File: config.mk
export PLATFORM = sky130hd
export DESIGN_NAME = program_loader
export DESIGN_NICKNAME = d
export VERILOG_FILES = /design/src/rtl/loader_pkg.sv /design/src/rtl/loader_word_assembler.sv /design/src/rtl/program_loader.sv
export SDC_FILE = /design/constraint.sdc
export NUM_CORES = 1
export LEC_CHECK = 0
export CORE_UTILIZATION = 45
export CTS_CLUSTER_SIZE = 10
export DETAILED_ROUTE_END_ITERATION = 10
export DONT_BUFFER_PORTS = 1
export PLACE_DENSITY = 0.61
export SYNTH_ARGS = -nofsm -noshare
export SYNTH_HDL_FRONTEND = slang
export SYNTH_SLANG_ARGS = --single-unit
File: constraint.sdc
create_clock -name i_clock -period 2.5 [get_ports i_clock]
set_input_delay 0.5 -clock i_clock [delete_from_list [all_inputs] [get_ports i_clock]]
set_output_delay 0.5 -clock i_clock [all_outputs]
set_load 0.01 [all_outputs]
File: src/rtl/loader_pkg.sv
// Shared types and default widths for the UART program loader.
package loader_pkg;

    localparam int                 DEF_MEMORY_WIDTH     = 8;
    localparam int                 DEF_MEMORY_DEPTH     = 256;
    localparam int                 DEF_NB_ADDR          = 32;
    localparam int                 DEF_NB_INSTRUCTION   = 32;
    localparam logic [31:0]        DEF_HALT_INSTRUCTION = 32'hFFFF_FFFF;

    typedef enum logic [2:0] {
        ST_IDLE,
        ST_WAIT_BYTE,
        ST_WRITE,
        ST_CHECKSUM,
        ST_DONE,
        ST_ERROR
    } loader_state_t;

endpackage

File: src/rtl/loader_word_assembler.sv
// Shifts written bytes into an instruction word (first byte MSB) and flags the
// halt word as soon as its last byte is presented.
module loader_word_assembler
    import loader_pkg::*;
#(
    parameter int                         MEMORY_WIDTH     = DEF_MEMORY_WIDTH,
    parameter int                         NB_INSTRUCTION   = DEF_NB_INSTRUCTION,
    parameter logic [NB_INSTRUCTION-1:0]  HALT_INSTRUCTION = NB_INSTRUCTION'(DEF_HALT_INSTRUCTION)
) (
    input  logic                    i_clock,
    input  logic                    i_reset,
    input  logic                    i_clear,
    input  logic                    i_shift,
    input  logic [MEMORY_WIDTH-1:0] i_byte,
    output logic                    o_halt_match
);

    localparam int HIST_W = NB_INSTRUCTION - MEMORY_WIDTH;

    // Only the earlier bytes of the word are stored; the newest comes straight from i_byte.
    logic [HIST_W-1:0]         hist_q, hist_d;
    logic [NB_INSTRUCTION-1:0] word_next;

    assign word_next    = {hist_q, i_byte};
    assign o_halt_match = (word_next == HALT_INSTRUCTION);

    always_comb begin
        hist_d = hist_q;
        if (i_clear)
            hist_d = '0;
        else if (i_shift)
            hist_d = word_next[HIST_W-1:0];
    end

    always_ff @(posedge i_clock or negedge i_reset) begin
        if (!i_reset) hist_q <= '0;
        else          hist_q <= hist_d;
    end

endmodule

File: src/rtl/program_loader.sv
// Loads a program byte stream from a UART receiver into instruction memory until
// the halt word. Define PROGRAM_LOADER_CHECKSUM_EN to expect a trailing XOR checksum byte.
module program_loader
    import loader_pkg::*;
#(
    parameter int                         MEMORY_WIDTH     = DEF_MEMORY_WIDTH,
    parameter int                         MEMORY_DEPTH     = DEF_MEMORY_DEPTH,
    parameter int                         NB_ADDR          = DEF_NB_ADDR,
    parameter int                         NB_INSTRUCTION   = DEF_NB_INSTRUCTION,
    parameter logic [NB_INSTRUCTION-1:0]  HALT_INSTRUCTION = NB_INSTRUCTION'(DEF_HALT_INSTRUCTION)
) (
    input  logic                    i_clock,
    input  logic                    i_reset,
    input  logic                    i_start,
    input  logic [MEMORY_WIDTH-1:0] i_rx_data,
    input  logic                    i_rx_done,
    output logic                    o_write_enable,
    output logic [MEMORY_WIDTH-1:0] o_write_data,
    output logic [NB_ADDR-1:0]      o_addr,
    output logic                    o_loading,
    output logic                    o_done,
    output logic                    o_error,
    output logic                    o_checksum_error
);

    localparam int               WB        = $clog2(NB_INSTRUCTION / MEMORY_WIDTH);
    localparam logic [NB_ADDR-1:0] LAST_ADDR = NB_ADDR'(MEMORY_DEPTH - 1);

    loader_state_t             state_q, state_d;
    logic [NB_ADDR-1:0]        addr_q, addr_d;
    logic [MEMORY_WIDTH-1:0]   byte_q, byte_d;
    logic                      we_q, we_d;
    logic                      loading_q, loading_d;
    logic                      done_q, done_d;
    logic                      error_q, error_d;
    logic                      word_clr, word_shift, halt_match, word_end;
`ifdef PROGRAM_LOADER_CHECKSUM_EN
    logic [MEMORY_WIDTH-1:0]   csum_q, csum_d;
    logic                      cerr_q, cerr_d;
`endif

    assign word_end = &addr_q[WB-1:0];

    loader_word_assembler #(
        .MEMORY_WIDTH     (MEMORY_WIDTH),
        .NB_INSTRUCTION   (NB_INSTRUCTION),
        .HALT_INSTRUCTION (HALT_INSTRUCTION)
    ) u_word (
        .i_clock      (i_clock),
        .i_reset      (i_reset),
        .i_clear      (word_clr),
        .i_shift      (word_shift),
        .i_byte       (byte_q),
        .o_halt_match (halt_match)
    );

    always_comb begin
        state_d    = state_q;
        addr_d     = addr_q;
        byte_d     = byte_q;
        we_d       = 1'b0;
        done_d     = done_q;
        error_d    = error_q;
        word_clr   = 1'b0;
        word_shift = 1'b0;
`ifdef PROGRAM_LOADER_CHECKSUM_EN
        csum_d     = csum_q;
        cerr_d     = cerr_q;
`endif
        // Start has priority over any byte arriving in the same cycle.
        if (i_start) begin
            state_d  = ST_WAIT_BYTE;
            addr_d   = '0;
            done_d   = 1'b0;
            error_d  = 1'b0;
            word_clr = 1'b1;
`ifdef PROGRAM_LOADER_CHECKSUM_EN
            csum_d   = '0;
            cerr_d   = 1'b0;
`endif
        end else begin
            case (state_q)
                ST_WAIT_BYTE: begin
                    if (i_rx_done) begin
                        byte_d  = i_rx_data;
                        we_d    = 1'b1;
                        state_d = ST_WRITE;
                    end
                end
                ST_WRITE: begin
                    if (i_rx_done) error_d = 1'b1;
                    word_shift = 1'b1;
`ifdef PROGRAM_LOADER_CHECKSUM_EN
                    csum_d = csum_q ^ byte_q;
`endif
                    if (word_end && halt_match) begin
`ifdef PROGRAM_LOADER_CHECKSUM_EN
                        state_d = ST_CHECKSUM;
`else
                        state_d = ST_DONE;
                        done_d  = 1'b1;
`endif
                    end else if (addr_q == LAST_ADDR) begin
                        state_d = ST_ERROR;
                        error_d = 1'b1;
                    end else begin
                        state_d = ST_WAIT_BYTE;
                        addr_d  = addr_q + NB_ADDR'(1);
                    end
                end
`ifdef PROGRAM_LOADER_CHECKSUM_EN
                ST_CHECKSUM: begin
                    if (i_rx_done) begin
                        cerr_d  = (i_rx_data != csum_q);
                        state_d = ST_DONE;
                        done_d  = 1'b1;
                    end
                end
`endif
                default: ;
            endcase
        end
        loading_d = (state_d == ST_WAIT_BYTE) || (state_d == ST_WRITE) ||
                    (state_d == ST_CHECKSUM);
    end

    always_ff @(posedge i_clock or negedge i_reset) begin
        if (!i_reset) begin
            state_q   <= ST_IDLE;
            addr_q    <= '0;
            byte_q    <= '0;
            we_q      <= 1'b0;
            loading_q <= 1'b0;
            done_q    <= 1'b0;
            error_q   <= 1'b0;
`ifdef PROGRAM_LOADER_CHECKSUM_EN
            csum_q    <= '0;
            cerr_q    <= 1'b0;
`endif
        end else begin
            state_q   <= state_d;
            addr_q    <= addr_d;
            byte_q    <= byte_d;
            we_q      <= we_d;
            loading_q <= loading_d;
            done_q    <= done_d;
            error_q   <= error_d;
`ifdef PROGRAM_LOADER_CHECKSUM_EN
            csum_q    <= csum_d;
            cerr_q    <= cerr_d;
`endif
        end
    end

    assign o_write_enable = we_q;
    assign o_write_data   = byte_q;
    assign o_addr         = addr_q;
    assign o_loading      = loading_q;
    assign o_done         = done_q;
    assign o_error        = error_q;
`ifdef PROGRAM_LOADER_CHECKSUM_EN
    assign o_checksum_error = cerr_q;
`else
    assign o_checksum_error = 1'b0;
`endif

endmodule
==> impl_metrics.toml <==
[outcome]
run_status = "finished, final reports clean"

[route]
routed_wl_um = 8100
vias = 2732
ant_nets = 0
routedWlPerCell_um = 16.6
post_drt_via_cell_ratio = 5.60
drtPass1Iterations = 4
drtIter0Drc = 238
drc_errors = 0

[floorplanning]
die_w_um = 89.5
die_h_um = 89.5
top_level_ports = 57
die_area_um2 = 8010
rows = 31
start_util_pct = 47.0
core_um2 = 7330

[setup_path]
crit_buf_inv = 0
start_kind = "flip-flop"
path_cells = "nand3_4 > or3_1 > or3_1 > nand4_1 > o41ai_1 > a21oi_1"
reg2reg_slack_ns = 0.22
path_common_cell = "or3_1"
worstPathRequired_ns = 2.75
r2r.worst_path.cells = 6
critPathKind = "reg -> reg"
cpPeakStageDelay_ns = 0.52
crit_fanout = 8
crit_arrival_ns = 2.53
slowest_stage = "or3_1"
critical_path.top_delay_family = "simple AND/OR/NAND/NOR gates"
worst_setup_path_end_kind = "flip-flop"
cp.depth = 6

[cts]
clk_latency_ns = 0.35
post_cts_buffers = 0
clock_sinks = 71
cts_buffers = 9
hold_buffers = 1
cts_max_level = 3
path_clk_slew_ns = 0.08
clockBufferDepth = 2
root_buffer = "clkbuf_8"
tritoncts = "built"
cts.repair.resized = 0

[sta]
setup_viol = 0
drv_slew = 0
fin_skew_ns = 0.0113
fmax_ghz = 0.439
fin_crit_sh_pct = 91.1
final.setup.worst_slack_ns = 0.223
finalSetupTns_ns = 0
period_needed_ns = 2.28
rsz0062_at_grt = "false"
hold_viol = 0

[synth]
syn_nets = 391
synth_compound_area_share_pct = 7.92
synthAdderAreaFrac_pct = 0.363
synth_mux_area_share_pct = 0.617
synthCells = 378
synth_top_family_by_area = "simple AND/OR/NAND/NOR gates"
syn_area_um2 = 3450
synth_cell_type_count = 46
async_reset_ff_share_pct = 100
yosys.area_share.simple_pct = 31.3
synth_xor_xnor_area_share_pct = 5.08
ys_warn_count = 0
ys_seq_elements = 71
synthFlopType = "dfrtp_1"
avgSynthCellArea_um2 = 9.12
ys_seq_area_share_pct = 51.6
synth_edf_count = 0

[place]
pre_cts_ws_ns = 0.293
dpl-instance-area_um2 = 3590
portBuffers = 0
place_congestion = 0.768
dp_hpwl_um = 5240

[cells_and_area]
layout-drive-gt1-share_pct = 9.77
antenna-diode-count = 0
num-nets-final = 397
final_common_cell = "nand2_1"
multi_input_area_um2 = 1570
postLayoutCellArea_um2 = 3790
final_cell_mix = "89 x nand2_1, 71 x dfrtp_1, 35 x nor2_1"
nFillCells = 695
ff_latch_area_um2 = 1780
area_growth_pct = 10.0

[global_route]
grt_overflow = 0
grt_pass1_vias = 2552
antenna_found_initial = 0
grt_pass1_wl_um = 13300
grt_max_degree = 72
gr-usage-all-layers_pct = 22.3

[pwr]
p_leak_nw = 1.65
total_power_mw = 2.23
p_per_area_nw_per_um2 = 589
max-vdd-ir-drop_v = 0.000240

[job]
drv_cap = 0

[worst_hold_path]
hold_path_class = "in -> async"
## synthesized netlist by cell type, types with 2 or more instances
cell type  number  area share, %
nand3b_1        2           0.44
nand3_1         5           0.73
nor4_1          9            1.6
buf_2           3           0.44
nor2b_1         2           0.36
and3_1          9            1.6
a21oi_1        33            4.8
or3_1           8            1.5
and4_1          3           0.76
clkbuf_1       15            1.6
o31ai_1         2           0.44
xnor2_1         2           0.51
o21ai_0         5           0.73
nor3_1          3           0.44
xor2_1         18            4.6
nand4_1        26            4.7
a31oi_1         3           0.54
nand2_1        89            9.7
and2_1          6            1.1
dfrtp_1        71             52
or4_1           2           0.44
nor2_1         35            3.8
inv_1           3           0.33
nand3_2         2           0.58
## path summary, 6_finish.rpt
| path | end | from |
|---|---|---|
| max | o_addr[18]$_DFFE_PN0P_ | o_addr[3]$_DFFE_PN0P_ |
| min | o_addr[3]$_DFFE_PN0P_ | i_reset |
| max reg2reg | o_addr[18]$_DFFE_PN0P_ | o_addr[3]$_DFFE_PN0P_ |
| min reg2reg | u_word.hist_q[16]$_DFFE_PN0P_ | u_word.hist_q[16]$_DFFE_PN0P_ |
| max in group asynchronous | o_addr[21]$_DFFE_PN0P_ | i_reset |
| min in group i_clock | u_word.hist_q[6]$_DFFE_PN0P_ | i_start |
## stage by stage
stage               cells  hold WS [ns]  utilization, %
floorplan             378         0.204               -
global placement      471         0.206            49.0
detailed placement    471         0.207            49.0
CTS                   488        0.0461            51.7
global route          488        0.0613            51.7
finish                488        0.0411            51.7
## sequential cells by signal, indices dropped and copies added (netlist names)
name and cells:
o_addr 32, u_word.hist_q 24, o_write_data 8, state_q 3, o_done 1, o_error 1
o_loading 1, o_write_enable 1
## layer usage
metal	up-vias	wire length, µm	share of wire [%]	track usage (%)
met5	-	0	0	0
met2	59	3570	44	31.5
li1	1329	-	-	-
met3	6	331	4.1	4.71
met4	0	72	0.89	9.09
met1	1338	4120	51	33.2
## layout make-up
class / count / area share, %
Inverter: 4 / 0.396
Tap cell: 99 / 3.27
Multi-Input combinational cell: 283 / 41.4
Sequential cell: 71 / 46.9
Timing Repair Buffer: 15 / 3.50
Clock buffer: 11 / 3.73
Clock inverter: 5 / 0.858
## kinds of logic after synthesis
logic type      Yosys count
xor+xnor                 20
fa+ha+maj                 1
mux                       2
simple gates            210
other cells               1
compound gates           49
buf+inv                  24
flops                    71
## report_power, final
part / total [mW] / leakage, nW / internal (mW) / switching [mW]
sequential: 1.27 / 0.969 / 1.19 / 0.0707
clock: 0.827 / 0.0935 / 0.388 / 0.439
combinational: 0.140 / 0.591 / 0.0457 / 0.0945
total: 2.23 / 1.65 / 1.63 / 0.605
No activity file was read; power rests on OpenSTA's default activity.
